--- src/rtl/hc153_pkg.sv ---
// Shared encodings and constants for the HC153 scan controller.
package hc153_pkg;

    localparam int NUM_CH         = 4;
    localparam int CH_W           = 2;
    localparam int SETTLE_CYC_DEF = 2;

    typedef enum logic [1:0] {
        IDLE   = 2'd0,
        SETTLE = 2'd1,
        HOLD   = 2'd2
    } state_t;

    function automatic logic [NUM_CH-1:0] onehot(input logic [CH_W-1:0] ch);
        logic [NUM_CH-1:0] v;
        v     = '0;
        v[ch] = 1'b1;
        return v;
    endfunction

endpackage

--- src/rtl/hc153_scan_ctrl_if.sv ---
// Requester, mux-control and consumer signals of the scan controller.
interface hc153_scan_ctrl_if;
    import hc153_pkg::*;

    logic                scan_en;
    logic [NUM_CH-1:0]   req;
    logic [NUM_CH-1:0]   grant;
    logic [CH_W-1:0]     mux_sel;
    logic                mux_disable;
    logic                mux_out;
    logic                out_valid;
    logic                out_ready;
    logic                out_bit;
    logic [CH_W-1:0]     out_ch;

    // master: the controller itself
    modport master (
        input  scan_en, req, mux_out, out_ready,
        output grant, mux_sel, mux_disable, out_valid, out_bit, out_ch
    );

    // slave: requesters, mux and consumer around the controller
    modport slave (
        output scan_en, req, mux_out, out_ready,
        input  grant, mux_sel, mux_disable, out_valid, out_bit, out_ch
    );
endinterface

--- src/rtl/hc153_rr_pick.sv ---
// Round-robin pick: first set request searching upward from last+1, wrapping 3->0.
module hc153_rr_pick
    import hc153_pkg::*;
(
    input  logic [NUM_CH-1:0] req,
    input  logic [CH_W-1:0]   last,
    output logic [CH_W-1:0]   ch,
    output logic              any
);

    logic [CH_W-1:0] w_idx [NUM_CH];
    logic [NUM_CH-1:0] w_rot;

    generate
        for (genvar gi = 0; gi < NUM_CH; gi++) begin : g_rot
            assign w_idx[gi] = last + CH_W'(gi + 1);
            assign w_rot[gi] = req[w_idx[gi]];
        end
    endgenerate

    // Lowest rotated offset wins, so scan from the far end down.
    always_comb begin
        ch  = '0;
        any = |req;
        for (int k = NUM_CH - 1; k >= 0; k--) begin
            if (w_rot[k]) ch = w_idx[k];
        end
    end

endmodule

--- src/rtl/hc153_scan_ctrl.sv ---
// Round-robin sequencer: selects a mux channel, waits SETTLE_CYC, samples,
// and hands the bit to a consumer over valid/ready.
module hc153_scan_ctrl
    import hc153_pkg::*;
#(
    parameter int SETTLE_CYC = SETTLE_CYC_DEF,
    parameter int CNT_W      = 4
) (
    input  logic               clk,
    input  logic               rst_n,
    hc153_scan_ctrl_if.master  bus
);

    state_t              r_state;
    logic [CNT_W-1:0]    r_cnt;
    logic [CH_W-1:0]     r_last;
    logic [CH_W-1:0]     r_mux_sel;
    logic                r_mux_disable;
    logic [NUM_CH-1:0]   r_grant;
    logic                r_out_valid;
    logic                r_out_bit;
    logic [CH_W-1:0]     r_out_ch;

    logic [CH_W-1:0]     w_ch;
    logic                w_any;

    hc153_rr_pick u_pick (
        .req  (bus.req),
        .last (r_last),
        .ch   (w_ch),
        .any  (w_any)
    );

    always_ff @(posedge clk) begin
        if (!rst_n) begin
            r_state       <= IDLE;
            r_cnt         <= '0;
            r_last        <= CH_W'(NUM_CH - 1);
            r_mux_sel     <= '0;
            r_mux_disable <= 1'b1;
            r_grant       <= '0;
            r_out_valid   <= 1'b0;
            r_out_bit     <= 1'b0;
            r_out_ch      <= '0;
        end else begin
            r_grant <= '0;
            case (r_state)
                IDLE: begin
                    if (bus.scan_en && w_any) begin
                        r_mux_sel     <= w_ch;
                        r_mux_disable <= 1'b0;
                        r_cnt         <= CNT_W'(SETTLE_CYC - 1);
                        r_last        <= w_ch;
                        r_state       <= SETTLE;
                    end else begin
                        r_mux_disable <= 1'b1;
                    end
                end
                SETTLE: begin
                    // Sampled while still enabled; the disable takes effect afterwards.
                    if (r_cnt != '0) begin
                        r_cnt <= r_cnt - CNT_W'(1);
                    end else begin
                        r_out_bit     <= bus.mux_out;
                        r_out_ch      <= r_mux_sel;
                        r_mux_disable <= 1'b1;
                        r_out_valid   <= 1'b1;
                        r_grant       <= onehot(r_mux_sel);
                        r_state       <= HOLD;
                    end
                end
                HOLD: begin
                    if (bus.out_ready) begin
                        r_out_valid <= 1'b0;
                        r_state     <= IDLE;
                    end
                end
                default: r_state <= IDLE;
            endcase
        end
    end

    assign bus.grant       = r_grant;
    assign bus.mux_sel     = r_mux_sel;
    assign bus.mux_disable = r_mux_disable;
    assign bus.out_valid   = r_out_valid;
    assign bus.out_bit     = r_out_bit;
    assign bus.out_ch      = r_out_ch;

endmodule

--- src/flat_wrapper.sv ---
// flat-port wrapper written by rule: the top's interface ports become plain ports
module hc153_scan_ctrl_flat import hc153_pkg::*;
#(
    parameter int SETTLE_CYC = SETTLE_CYC_DEF,
    parameter int CNT_W      = 4
)
  (clk, rst_n, bus_scan_en, bus_req, bus_mux_out, bus_out_ready, bus_grant, bus_mux_sel, bus_mux_disable, bus_out_valid, bus_out_bit, bus_out_ch);
  hc153_scan_ctrl_if bus_i ();
  input  logic clk;
  input  logic rst_n;
  input wire logic [$bits(bus_i.scan_en)-1:0] bus_scan_en;
  input wire logic [$bits(bus_i.req)-1:0] bus_req;
  input wire logic [$bits(bus_i.mux_out)-1:0] bus_mux_out;
  input wire logic [$bits(bus_i.out_ready)-1:0] bus_out_ready;
  output wire logic [$bits(bus_i.grant)-1:0] bus_grant;
  output wire logic [$bits(bus_i.mux_sel)-1:0] bus_mux_sel;
  output wire logic [$bits(bus_i.mux_disable)-1:0] bus_mux_disable;
  output wire logic [$bits(bus_i.out_valid)-1:0] bus_out_valid;
  output wire logic [$bits(bus_i.out_bit)-1:0] bus_out_bit;
  output wire logic [$bits(bus_i.out_ch)-1:0] bus_out_ch;
  assign bus_i.scan_en = bus_scan_en;
  assign bus_i.req = bus_req;
  assign bus_i.mux_out = bus_mux_out;
  assign bus_i.out_ready = bus_out_ready;
  assign bus_grant = bus_i.grant;
  assign bus_mux_sel = bus_i.mux_sel;
  assign bus_mux_disable = bus_i.mux_disable;
  assign bus_out_valid = bus_i.out_valid;
  assign bus_out_bit = bus_i.out_bit;
  assign bus_out_ch = bus_i.out_ch;
  hc153_scan_ctrl #(.SETTLE_CYC(SETTLE_CYC), .CNT_W(CNT_W)) u_core (.clk(clk), .rst_n(rst_n), .bus(bus_i));
endmodule
--- config.mk ---
export PLATFORM = sky130hd
export DESIGN_NAME = hc153_scan_ctrl_flat
export DESIGN_NICKNAME = d
export VERILOG_FILES = /design/src/rtl/hc153_pkg.sv /design/src/rtl/hc153_scan_ctrl_if.sv /design/src/rtl/hc153_rr_pick.sv /design/src/rtl/hc153_scan_ctrl.sv /design/src/flat_wrapper.sv
export SDC_FILE = /design/constraint.sdc
export NUM_CORES = 1
export LEC_CHECK = 0
export ABC_AREA = 1
export CORE_MARGIN = 2
export CORE_UTILIZATION = 28
export DETAILED_ROUTE_END_ITERATION = 12
export SETUP_SLACK_MARGIN = 0.02
export SKIP_LAST_GASP = 1
export SYNTH_ARGS = -nofsm -noshare
export SYNTH_HDL_FRONTEND = slang
export SYNTH_HIERARCHICAL = 1
export SYNTH_SLANG_ARGS = --single-unit
--- constraint.sdc ---
create_clock -name clk -period 1.48 [get_ports clk]
set_clock_uncertainty 0.15 [all_clocks]
set_input_delay 0.148 -clock clk [delete_from_list [all_inputs] [get_ports clk]]
set_output_delay 0.148 -clock clk [all_outputs]
set_load 0.01 [all_outputs]
---- Word level (Yosys, flattened, before mapping) ----
Cells that the tools add are included.
word-level totals
  bits in registers ....................... 19
  bits of input ports ..................... 9
  output and inout bits ................... 11
operators by class
  add/subtract/negate cells ............... 4
  order comparisons ....................... 6
  eq/ne operators ......................... 6
  mux-type cells .......................... 26
  bitwise logic cells ..................... 3
  reduce and logical (&&, ||, !) cells .... 14
operator list
  cell                   number
  $lt A2 B3 Y1 const B   5
  $mux W2                7
  $reduce_and A3 Y1      3
  $bmux W1 S2            4
  $mux W1                8
  $mux W4                2
  $pmux W4 S2            1
  $pmux W2 S3            1
  $reduce_and A2 Y1      3
  $add A2 B2 Y2 const B  2
  $ne A2 B1 Y1 const B   2
  $ne A2 B2 Y1 const B   2
  $pmux W1 S2            2
  $reduce_bool A2 Y1     2
  $reduce_bool A4 Y1     1
  $reduce_or A4 Y1       1
  $sub A4 B1 Y4 const B  1
  $not A1 Y1             3
  $reduce_or A3 Y1       1
  $add A2 B1 Y2 const B  1
  $demux W1 S2           1
  $eq A2 B1 Y1 const B   1
  $eq A2 B2 Y1 const B   1
  $ge A2 B1 Y1 const B   1
  other kinds (2)        3

---- Longest topological paths before layout ----
  depth in word-level cells ............... 6
  depth in mapped cells ................... 13
  gate-level depth less buffers ........... 12

---- Modules after synthesis ----
The synthesis kept the hierarchy.
modules (own cells, without submodules)
  module           instances  cells an instance  area each (um2)
  hc153_scan_ctrl  1          91                 795.8
  hc153_rr_pick    1          51                 266.5

---- Worst setup path before layout ----
OpenSTA, ideal clock, no wires.
  path kind ............................... register -> register
  start ................................... reg u_core.r_last[0]
  end ..................................... reg u_core.r_last[0]
  library setup time ...................... 129 ps
  data arrival time ....................... 1068 ps
  data required time ...................... 1201 ps
  path slack .............................. 133 ps
  cell stages (with the launch flop) ...... 13
  path buffers ............................ 1
  period minus slack after synthesis ...... 1347 ps
  cell sequence ........................... dfxtp_1 -> buf_6 -> inv_4 -> nand2_4 -> nand2_4 -> inv_4 -> nand2_2 -> nand3b_1 -> nand3_1 -> nand2_1 -> nand2_1 -> nand2_1 -> nand3_1
on the way
  word-level cells in the longest chain between the ends .. 6
  elaborated cells on any way between the ends .. 15
  those cells by class .................... 3 x add/sub; 12 x mux
RTL lines
  item                                                             RTL line                                  text
  start, declared                                                  hc153_scan_ctrl.sv:16                     logic [CH_W-1:0] r_last;
  start signal, assigned                                           hc153_scan_ctrl.sv:38                     r_last <= CH_W'(NUM_CH - 1);
  start signal, assigned                                           hc153_scan_ctrl.sv:53                     r_last <= w_ch;
  $add A2 B2 Y2 / $bmux W1 S2 (equally long branches)              hc153_rr_pick.sv:16, hc153_rr_pick.sv:17
  $bmux W1 S2 / $mux W1 (equally long branches)                    hc153_rr_pick.sv:17                       assign w_rot[gi] = req[w_idx[gi]];
  $mux W1 (implied by the code) / $mux W2 (equally long branches)  hc153_rr_pick.sv:17, hc153_rr_pick.sv:26
  $mux W2 (2 in a row)                                             hc153_rr_pick.sv:26                       if (w_rot[k]) ch = w_idx[k];
  $mux W2 *                                                        hc153_rr_pick.sv:26
  named net u_core.w_ch[0]                                         hc153_scan_ctrl.sv:24                     logic [CH_W-1:0] w_ch;
The timed path passes the listed nets; every way through them passes the cells marked *. The select of a mux whose other input is x is not followed.
A chain may end at the register's enable or synchronous reset.

---- Final worst setup path ----
Ends and elaborated chain as after synthesis.

==> results by group <==
Global route
  – M3 GR Usage: 0.0308
  – Initial antenna violation count: 0
  – Grt met2 use: 0.172
  – Tot GR Track Use: 0.0989
  – Global route overflow: 0
  – Largest net degree at the start of global routing: 12
  – Layer with the highest usage: met2
  – Vias in the first global route: 798
  – First-pass GRT wire length: 3.33 mm
  – GRT met1 Usage: 0.115

CTS
  – Max clock buf depth: 2
  – H-tree Lvls: 1
  – # clock sinks: 19
  – Post-CTS Hold Buffers: 0
  – CTS root buf: clkbuf_8
  – Cts bufs inserted: 3
  – CTS tree: done
  – Worst skew pair latency: 0.25 ns
  – CTS clk-pin slew, worst paths: 0.07 ns

Detailed routing
  – ANT nets after route: 0
  – DRC: 0
  – Wire length per cell: 9.03 um
  – DR vias/cell: 4.35
  – Routed WL: 1.96 mm
  – Starting DRT DRC Count: 20
  – Vias: 945
  – DR pass1 iterations: 4

Setup path
  – Worst Setup Start Kind: register
  – Buffer and inverter count on the worst path: 3
  – Worst path arrival time: 1.42 ns
  – CP startpoint: u_core/r_last[0]
  – Slowest cell on the critical path: dfxtp_2
  – CP most frequent cell: nand2_1
  – Critical path data required time: 1.47 ns
  – Worst R2R End: u_core/r_last[0]
  – Crit-path max FO: 11
  – Flop2flop setup slack: 0.05 ns
  – CP delay by family, top: simple AND/OR/NAND/NOR gates
  – CP Capture Type: register
  – Worst setup path endpoint: u_core/r_last[0]
  – CP cell instances: buf_12, inv_6, nand2_4, nand2_4, inv_4, nand2_2, nand2_1, nand2_1, nand2_1, nand2_1, nand2_1, nand2_1, nand3_1
  – Cell depth of the worst setup path: 13
  – R2R Path Start: u_core/r_last[0]
  – Cell count of the worst reg-to-reg path: 13
  – Worst stage delay on the critical path: 0.33 ns
  – CP Class: register to register

Synthesis
  – FF+latch count, synth: 19
  – Top cells by area, synth: dfxtp_1, nand2_1, inv_1
  – Post-synthesis sequential area ratio: 0.358
  – Post-Synthesis Cells: 142
  – Synth Warn #: 6
  – Unique masters post-synth: 27
  – Yosys top cell area share: 0.358
  – Syn Std Cell Area: 1060 um^2
  – Leading area contributor after synthesis: dfxtp_1
  – Post-synthesis net count: 153
  – Syn Area/Cell: 7.48 um^2

Timing
  – Final min period: 1.43 ns
  – RSZ-0062 raised after global routing: true
  – Max Slew Vio Count: 0
  – Setup TNS Final: 0 ns
  – Final period utilization: 0.964
  – Worst Max-Slew Pin Slew: 0.252 ns
  – Max-slew headroom: 0.832
  – Final WS setup: 0.0525 ns
  – Top achievable clock speed: 0.701 GHz
  – Setup violators final: 0
  – Final Hold Fails: 0

Finish
  – Finished Layout Cells: 217
  – Design area: 1420 um^2
  – Synth-to-Final Area Change: 34.0%
  – Final #Nets: 181
  – # diodes: 0
  – Most common cell after layout, fill and taps aside: nand2_1
  – Commonest cells after routing, fill and taps aside: nand2_1, dfxtp_1, inv_1, clkdlybuf4s50_1
  – Proportion of layout cells with a drive suffix above 1: 0.272

Placement
  – IO buf count: 19
  – Post-DP HPWL: 1.60 mm
  – DP Area: 1350 um^2
  – Placer Congestion: 0.810
  – DP Worst Slack: -0.160 ns
  – Placed Instances: 212

Floorplanning
  – Num rows: 22
  – Starting Density: 0.290
  – Die width: 65.6 um
  – Die height: 65.6 um
  – Die area: 4300 um^2
  – IO Pins: 20
  – Placeable Area: 3660 um^2

Hold path
  – Min-delay worst type: register to register

Power and ir drop
  – Max VDD drop: 0.000382 V
  – Final Total Pwr: 0.00159 W
  – Pleak: 0.711 nW
  – Power Dens Cells: 1120 nW/um^2

Run
  – Number of max-cap violations: 0

Status
  – Status: finished, final reports clean
logic make-up (layout without fill, tap and decap cells):
| kind of cell | count (synthesis) | after routing | share of synthesized area |
|---|---|---|---|
| and+or+nand+nor | 78 | 78 | 0.412 |
| adders and majority gates | 2 | 2 | 0.0236 |
| buffers and inverters | 25 | 52 | 0.102 |
| DFF | 19 | 19 | 0.358 |
| AOI/OAI and AO/OA | 18 | 18 | 0.104 |
how the worst min path moves through the flow:
stage                                     start                    to  slack [ns]  depth (start not counted)
after detailed placement   u_core/bus.out_valid  u_core/bus.out_valid        0.32                          2
final                     u_core/bus.mux_sel[1]   u_core/bus.grant[0]        0.32                          1
after floorplan                           rst_n  u_core/bus.out_valid        0.13                          2
after global placement          u_core/r_cnt[1]       u_core/r_cnt[1]        0.31                          2
after global routing      u_core/bus.mux_sel[1]   u_core/bus.grant[0]        0.34                          1
after CTS                 u_core/bus.mux_sel[1]   u_core/bus.grant[0]        0.32                          1
cell type report:
class                           count  area [um^2]
Timing Repair Buffer               25          256
Clock buffer                        3         41.3
Fill cell                         377         2240
Sequential cell                    19          384
Inverter                           23         96.3
Clock inverter                      1         5.00
Tap cell                           48         60.1
Multi-Input combinational cell     98          581
power by group:
group	internal [W]	switching [W]
sequential	0.000573	0.0000467
clock	0.000187	0.000171
combinational	0.000262	0.000349
cell usage after synthesis (all sizes together):
master	number
buf	1
clkbuf	1
nor2	14
nor4	1
o21ai	8
ha	2
nand2	44
dfxtp	19
nand3b	1
a21oi	8
nand4	1
o211ai	1
o21a	1
nor3	5
nand3	12
inv	23
per-layer routing:
layer | routed length [um] | up-vias
met4 | 25 | 0
met2 | 903 | 18
met1 | 944 | 410
li1 | - | 513
met3 | 86 | 4
met5 | 0 | -
registers in the layout, indices dropped and copies added (netlist names):
signal	count
u_core/bus.out_valid	1
u_core/bus.out_bit	1
u_core/bus.mux_sel	2
u_core/r_state	2
u_core/bus.grant	4
u_core/r_cnt	4
u_core/r_last	2
u_core/bus.out_ch	2
u_core/bus.mux_disable	1
stage by stage:
stage	utilization	hold slack, ns
2_1_floorplan	-	0.131
3_3_place_gp	0.368	0.315
3_5_place_dp	0.368	0.319
4_1_cts	0.381	0.322
5_1_grt	0.389	0.339
6_report	0.389	0.317
repair_timing:
item                       in CTS  in global routing
setup endpoints to repair       2                 10
pin swaps                       0                  2
setup buffers                   0                  1
gates resized for setup         2                  9
Note: power is estimated with default switching activity, not from simulation.
